==> src/rtl/riscv_pkg.sv <==
// -----------------------------------------------------------------------------
// riscv_pkg
// Shared definitions for the RISC-V core:
//   - fetch_state_e : fetch-stage FSM states (FETCH, VALID, TRAP)
//   - NOP_INSTR     : canonical nop (addi x0, x0, 0) loaded into the IR on reset
//   - RESET_PC_DEFAULT : default reset program counter
//   - OPC_*         : major opcode constants decoded by the main controller
// No ports (package).
// -----------------------------------------------------------------------------
package riscv_pkg;

    typedef enum logic [1:0] {
        ST_FETCH = 2'd0,
        ST_VALID = 2'd1,
        ST_TRAP  = 2'd2
    } fetch_state_e;

    localparam logic [31:0] NOP_INSTR        = 32'h0000_0013;
    localparam logic [31:0] RESET_PC_DEFAULT = 32'h0000_0000;

    localparam logic [6:0] OPC_LUI    = 7'b0110111;
    localparam logic [6:0] OPC_AUIPC  = 7'b0010111;
    localparam logic [6:0] OPC_JAL    = 7'b1101111;
    localparam logic [6:0] OPC_JALR   = 7'b1100111;
    localparam logic [6:0] OPC_BRANCH = 7'b1100011;
    localparam logic [6:0] OPC_LOAD   = 7'b0000011;
    localparam logic [6:0] OPC_STORE  = 7'b0100011;
    localparam logic [6:0] OPC_OP_IMM = 7'b0010011;
    localparam logic [6:0] OPC_OP     = 7'b0110011;

endpackage

==> src/rtl/next_pc_logic.sv <==
// -----------------------------------------------------------------------------
// next_pc_logic
// Purely combinational next-PC selection for the fetch stage. Kept separate so
// a later pipelined fetch can reuse it unchanged.
// Ports:
//   pc          in  XLEN : current PC
//   immExt      in  XLEN : sign-extended immediate (jal/branch offset)
//   aluResult   in  XLEN : jalr target rs1 + imm
//   jal, jalr, branchTaken in 1 : redirect controls
//   pcPlus4     out XLEN : pc + 4 (also the link value)
//   nextPc      out XLEN : selected target, bits [1:0] untouched
//   misaligned  out 1    : nextPc[1:0] != 0
// -----------------------------------------------------------------------------
module next_pc_logic #(
    parameter int XLEN = 32
) (
    input  logic [XLEN-1:0] pc,
    input  logic [XLEN-1:0] immExt,
    input  logic [XLEN-1:0] aluResult,
    input  logic            jal,
    input  logic            jalr,
    input  logic            branchTaken,
    output logic [XLEN-1:0] pcPlus4,
    output logic [XLEN-1:0] nextPc,
    output logic            misaligned
);

    assign pcPlus4 = pc + XLEN'(4);

    // jalr has priority over jal/branch; its target always has bit 0 cleared.
    always_comb begin
        if (jalr) begin
            nextPc = {aluResult[XLEN-1:1], 1'b0};
        end else if (jal || branchTaken) begin
            nextPc = pc + immExt;
        end else begin
            nextPc = pcPlus4;
        end
    end

    assign misaligned = |nextPc[1:0];

endmodule

==> src/rtl/fetch_unit.sv <==
// -----------------------------------------------------------------------------
// fetch_unit
// Instruction fetch stage: owns the PC, fetches over a req/ack handshake,
// holds the word in an instruction register and hands it downstream with a
// valid flag. On consume the next PC comes from next_pc_logic.
// Optional feature macro: FETCH_MISALIGN_TRAP_EN (misaligned target -> TRAP
// state, left only by reset). Without it, target bits [1:0] are cleared.
// Ports:
//   clk, rst (sync, active-low)
//   imemReq/imemAddr out, imemAck/imemData in : instruction memory handshake
//   instr/instrValid/pc/pcPlus4 out, instrReady in : downstream interface
//   jal, jalr, branchTaken, immExt, aluResult in : redirect controls/targets
//   instrCount out : instructions consumed;  trap out : misaligned-target trap
// -----------------------------------------------------------------------------
module fetch_unit
    import riscv_pkg::*;
#(
    parameter int              XLEN     = 32,
    parameter logic [XLEN-1:0] RESET_PC = RESET_PC_DEFAULT
) (
    input  logic            clk,
    input  logic            rst,
    output logic            imemReq,
    output logic [XLEN-1:0] imemAddr,
    input  logic            imemAck,
    input  logic [31:0]     imemData,
    output logic [31:0]     instr,
    output logic            instrValid,
    input  logic            instrReady,
    output logic [XLEN-1:0] pc,
    output logic [XLEN-1:0] pcPlus4,
    input  logic            jal,
    input  logic            jalr,
    input  logic            branchTaken,
    input  logic [XLEN-1:0] immExt,
    input  logic [XLEN-1:0] aluResult,
    output logic [31:0]     instrCount,
    output logic            trap
);

    fetch_state_e    state_q, state_d;
    logic [XLEN-1:0] pc_q, pc_d;
    logic [31:0]     instr_q, instr_d;
    logic [31:0]     count_q, count_d;

    logic [XLEN-1:0] next_pc;
    logic            misaligned;

    next_pc_logic #(.XLEN(XLEN)) u_next_pc (
        .pc          (pc_q),
        .immExt      (immExt),
        .aluResult   (aluResult),
        .jal         (jal),
        .jalr        (jalr),
        .branchTaken (branchTaken),
        .pcPlus4     (pcPlus4),
        .nextPc      (next_pc),
        .misaligned  (misaligned)
    );

    always_ff @(posedge clk) begin
        if (!rst) begin
            state_q <= ST_FETCH;
            pc_q    <= RESET_PC;
            instr_q <= NOP_INSTR;
            count_q <= 32'd0;
        end else begin
            state_q <= state_d;
            pc_q    <= pc_d;
            instr_q <= instr_d;
            count_q <= count_d;
        end
    end

    always_comb begin
        state_d = state_q;
        pc_d    = pc_q;
        instr_d = instr_q;
        count_d = count_q;
        case (state_q)
            ST_FETCH: begin
                if (imemAck) begin
                    instr_d = imemData;
                    state_d = ST_VALID;
                end
            end
            ST_VALID: begin
                if (instrReady) begin
                    count_d = count_q + 32'd1;
                    state_d = ST_FETCH;
`ifdef FETCH_MISALIGN_TRAP_EN
                    // Keep the offending target in pc for debug.
                    pc_d = next_pc;
                    if (misaligned) begin
                        state_d = ST_TRAP;
                    end
`else
                    pc_d = misaligned ? {next_pc[XLEN-1:2], 2'b00} : next_pc;
`endif
                end
            end
            ST_TRAP: begin
                state_d = ST_TRAP;
            end
            default: begin
                state_d = ST_FETCH;
            end
        endcase
    end

    // Request/valid are gated by rst so a mid-request reset drops imemReq at once.
    assign imemReq    = rst && (state_q == ST_FETCH);
    assign instrValid = rst && (state_q == ST_VALID);
    assign imemAddr   = pc_q;
    assign pc         = pc_q;
    assign instr      = instr_q;
    assign instrCount = count_q;
`ifdef FETCH_MISALIGN_TRAP_EN
    assign trap = (state_q == ST_TRAP);
`else
    assign trap = 1'b0;
`endif

endmodule
==> config.mk <==
export PLATFORM = sky130hd
export DESIGN_NAME = fetch_unit
export DESIGN_NICKNAME = d
export VERILOG_FILES = /design/src/rtl/riscv_pkg.sv /design/src/rtl/next_pc_logic.sv /design/src/rtl/fetch_unit.sv
export SDC_FILE = /design/constraint.sdc
export NUM_CORES = 1
export LEC_CHECK = 0
export CAP_MARGIN = 10
export CORE_MARGIN = 1
export CORE_UTILIZATION = 49
export CTS_CLUSTER_DIAMETER = 40
export CTS_CLUSTER_SIZE = 28
export DETAILED_ROUTE_END_ITERATION = 8
export GPL_TIMING_DRIVEN = 0
export HOLD_SLACK_MARGIN = 0.05
export PLACE_DENSITY = 0.93
export SETUP_SLACK_MARGIN = 0.02
export SYNTH_ARGS = -nofsm -noshare
export SYNTH_HDL_FRONTEND = slang
export SYNTH_SLANG_ARGS = --single-unit
==> constraint.sdc <==
create_clock -name clk -period 4.4 [get_ports clk]
set_input_delay 0.88 -clock clk [delete_from_list [all_inputs] [get_ports clk]]
set_output_delay 0.88 -clock clk [all_outputs]
set_load 0.02 [all_outputs]
==> flow_metrics.py <==
metrics = {
    "synth": {
        "syn_nets": 1072,
        "synth_top_area_cell": "dfxtp_1",
        "synthFlopType": "dfxtp_1",
        "synth-edff-count": 0,
        "postSynthCellCount": 935,
        "seq_area_frac_synth_pct": 27.7,
        "synth_top_area_share_pct": 27.7,
        "syn_area_sq_um": 7080,
        "synth_seq_cells": 98,
        "synth.avg_cell_area_sq_um": 7.57,
        "ys_types": 82,
        "synth_area_leaders": "dfxtp_1, nand2_1, a21oi_1, ha_1, buf_4",
        "ys_warn_count": 0,
        "async_flop_share_pct": 0,
    },
    "timing": {
        "setup_viol": 0,
        "fmax_ghz": 0.239,
        "slew_violations": 0,
        "worstMarginPinSlew_ps": 1170,
        "timing.hold.ws_ps": 459,
        "tns_ps": 0,
        "period_share_pct": 95.1,
        "period_needed_ps": 4190,
        "slew_headroom_pct": 21.7,
        "final_hold_viol_count": 0,
        "finClkSkew_ps": 8.94,
        "rsz0062_at_grt": "false",
    },
    "setup_path": {
        "ff2ff_setup_slack_ps": 1470,
        "critPathMaxFanout": 10,
        "cp.arrival_ps": 3310,
        "path_class": "in -> out",
        "critPathRequiredTime_ps": 3520,
        "endpoint_kind": "primary output",
        "rr_startpoint": "imemAddr[0]",
        "worstSetupStartpoint": "rst",
        "crit_end": "instrValid",
        "startpoint_type": "primary input",
        "rr_endpoint": "imemAddr[28]",
        "r2r_cells": 9,
    },
    "cts": {
        "clk_latency_ps": 360,
        "cts_tree": "done",
        "path_clk_slew_ps": 80,
        "htreeDepth": 3,
        "clockBufferDepth": 2,
        "clock-sinks": 98,
        "post_cts_buffers": 0,
        "cts_buffers": 9,
        "root_buffer": "clkbuf_16",
    },
    "global_route": {
        "overflow": 0,
        "grt_usage_pct": 34.8,
        "grt_max_degree": 20,
        "grt_pass1_vias": 7666,
        "grt_first_pass_wirelength_um": 39800,
        "antenna_found_initial": 0,
    },
    "detailed_routing": {
        "dr.pass1.iters": 5,
        "wl_um": 26700,
        "vias_per_cell": 5.97,
        "wire_per_inst_um": 19.2,
        "drt_iter0_drc": 824,
        "antenna_left": 0,
        "num_vias": 8313,
        "drc": 0,
    },
    "die": {
        "dieArea_sq_um": 14900,
        "start_util_pct": 50.6,
        "die_w_um": 122,
        "core_area_sq_um": 14000,
        "core.rowCount": 43,
        "dieHeight_um": 122,
        "io_pins": 266,
    },
    "power_and_ir_drop": {
        "p_int_uw": 1650,
        "cellLeakagePower_uw": 0.00398,
        "power.share.switching_pct": 33.4,
        "switching_power_uw": 827,
        "clkPwrFrac_pct": 32.5,
        "seqPwrFrac_pct": 39.0,
        "ir_drop_v": 0.000258,
        "power_density_nw_per_um2": 242,
        "comb_power_share_pct": 28.5,
    },
    "place": {
        "port_buffers": 262,
        "place.gp.congestion": 0.980,
        "dp_hpwl_um": 20200,
    },
    "final_layout": {
        "syn2layout_area_growth_pct": 44.4,
        "nFillCells": 1053,
        "final_cell_mix": "clkdlybuf4s50_1, nand2_1, dfxtp_1",
        "drive_gt1_share_pct": 7.17,
        "layout_commonest_cell": "clkdlybuf4s50_1",
        "num_antenna_cells": 0,
        "final_nets": 1345,
    },
    "run_status": {
        "status": "finished, final reports clean",
    },
    "worst_hold_path": {
        "hp-class": "reg -> reg",
    },
    "run": {
        "max_cap_violations": 0,
    },
}
==> critical path, cell delays in order <==
cell and delay (ps):
clkdlybuf4s50_1 550, inv_1 120, clkbuf_1 360, clkbuf_2 380, nor3b_1 330, clkdlybuf4s50_1 680
==> worst min-delay path by stage <==
| stage | startpoint | endpoint | slack (ps) | depth (start not counted) |
|---|---|---|---|---|
| floorplan | state_q[0] | state_q[1] | 490 | 1 |
| finish | instr[9] | instr[9] | 460 | 2 |
| detailed placement | instr[11] | instr[11] | 450 | 2 |
| CTS | instr[11] | instr[11] | 460 | 2 |
| global placement | instr[10] | instr[10] | 440 | 2 |
| global route | instr[3] | instr[3] | 480 | 2 |
==> stage by stage <==
step | util (%) | power, uW | cells | worst slack (ps) | instance area [sq um]
2_1_floorplan | - | 1350 | 935 | 1460 | 7080
3_3_place_gp | 71.0 | 1660 | 1377 | 68.7 | 9930
3_5_place_dp | 71.0 | 1670 | 1377 | 53.3 | 9930
4_1_cts | 73.1 | 2460 | 1393 | 40.7 | 10200
5_1_grt | 73.1 | 2560 | 1393 | 156 | 10200
6_report | 73.1 | 2470 | 1393 | 214 | 10200
==> routing by layer <==
layer / GRT usage (%) / part of all wire [%] / wire [um]
met1: 43.7 / 40 / 10800
met2: 56.0 / 45 / 12100
met3: 7.87 / 10 / 2690
met4: 17.1 / 4.3 / 1160
met5: 0 / 0 / 0
==> repair_timing <==
item | in CTS | in global routing
resized for setup | 0 | 2
hold buffers | 0 | 0
setup endpoints to repair | 0 | 1
==> cell type report <==
class	instances	area [sq um]	share of cell area (%)
buffer	78	445	4.36
timing repair buffer	262	2620	25.7
tap	180	225	2.20
clock buffer	9	225	2.20
multi-input combinational	743	4610	45.1
inverter	16	60.1	0.587
clock inverter	7	70.1	0.685
sequential	98	1960	19.2
==> power by group through the flow <==
| stage | Sequential [uW] | Clock [uW] | Combinational (uW) |
|---|---|---|---|
| 2_1_floorplan | 1010 | 0 | 343 |
| 3_3_place_gp | 981 | 0 | 680 |
| 3_5_place_dp | 983 | 0 | 689 |
| 4_1_cts | 962 | 805 | 694 |
| 5_1_grt | 968 | 840 | 752 |
| 6_report | 964 | 803 | 706 |
==> registers in the layout (all words and copies together), names as in the netlist <==
name,count
imemAddr,32
instrCount,32
instr,32
state_q,2
==> kinds of logic (layout without fill, tap and decap cells) <==
family | count (synthesis) | after routing | synth area share, %
AND/OR/NAND/NOR | 392 | 392 | 27.9
AO/OA/AOI/OAI | 245 | 245 | 22.0
flip-flops | 98 | 98 | 27.7
buffers and inverters | 94 | 372 | 7.12
XOR/XNOR | 62 | 62 | 7.78
adder cells (fa/ha/maj) | 34 | 34 | 6.12
multiplexers | 9 | 9 | 1.36
other | 1 | 1 | 0.0530
==> synthesized netlist by cell type, types with 3 or more instances <==
cell / number
clkbuf_1: 35
mux2i_1: 4
o21ai_0: 40
nor4_1: 3
a31oi_1: 7
a211oi_1: 11
o31a_1: 4
a21oi_1: 96
o22ai_1: 5
o21a_1: 7
buf_4: 37
nand4_1: 22
a21o_1: 11
buf_2: 4
xor2_1: 31
mux2_2: 5
nor2_1: 71
and3_1: 21
and4_1: 8
nand2_1: 141
a311oi_1: 4
inv_1: 16
and3_4: 3
xnor2_1: 30
and2_1: 11
dfxtp_1: 98
o21bai_1: 5
o221ai_1: 3
ha_1: 33
o211ai_1: 16
nor3_1: 17
nand2b_1: 7
o211a_1: 4
nand3_1: 41
or3_1: 20
o2111ai_1: 3
o31ai_1: 4
Note: power is estimated with default switching activity, not from simulation.
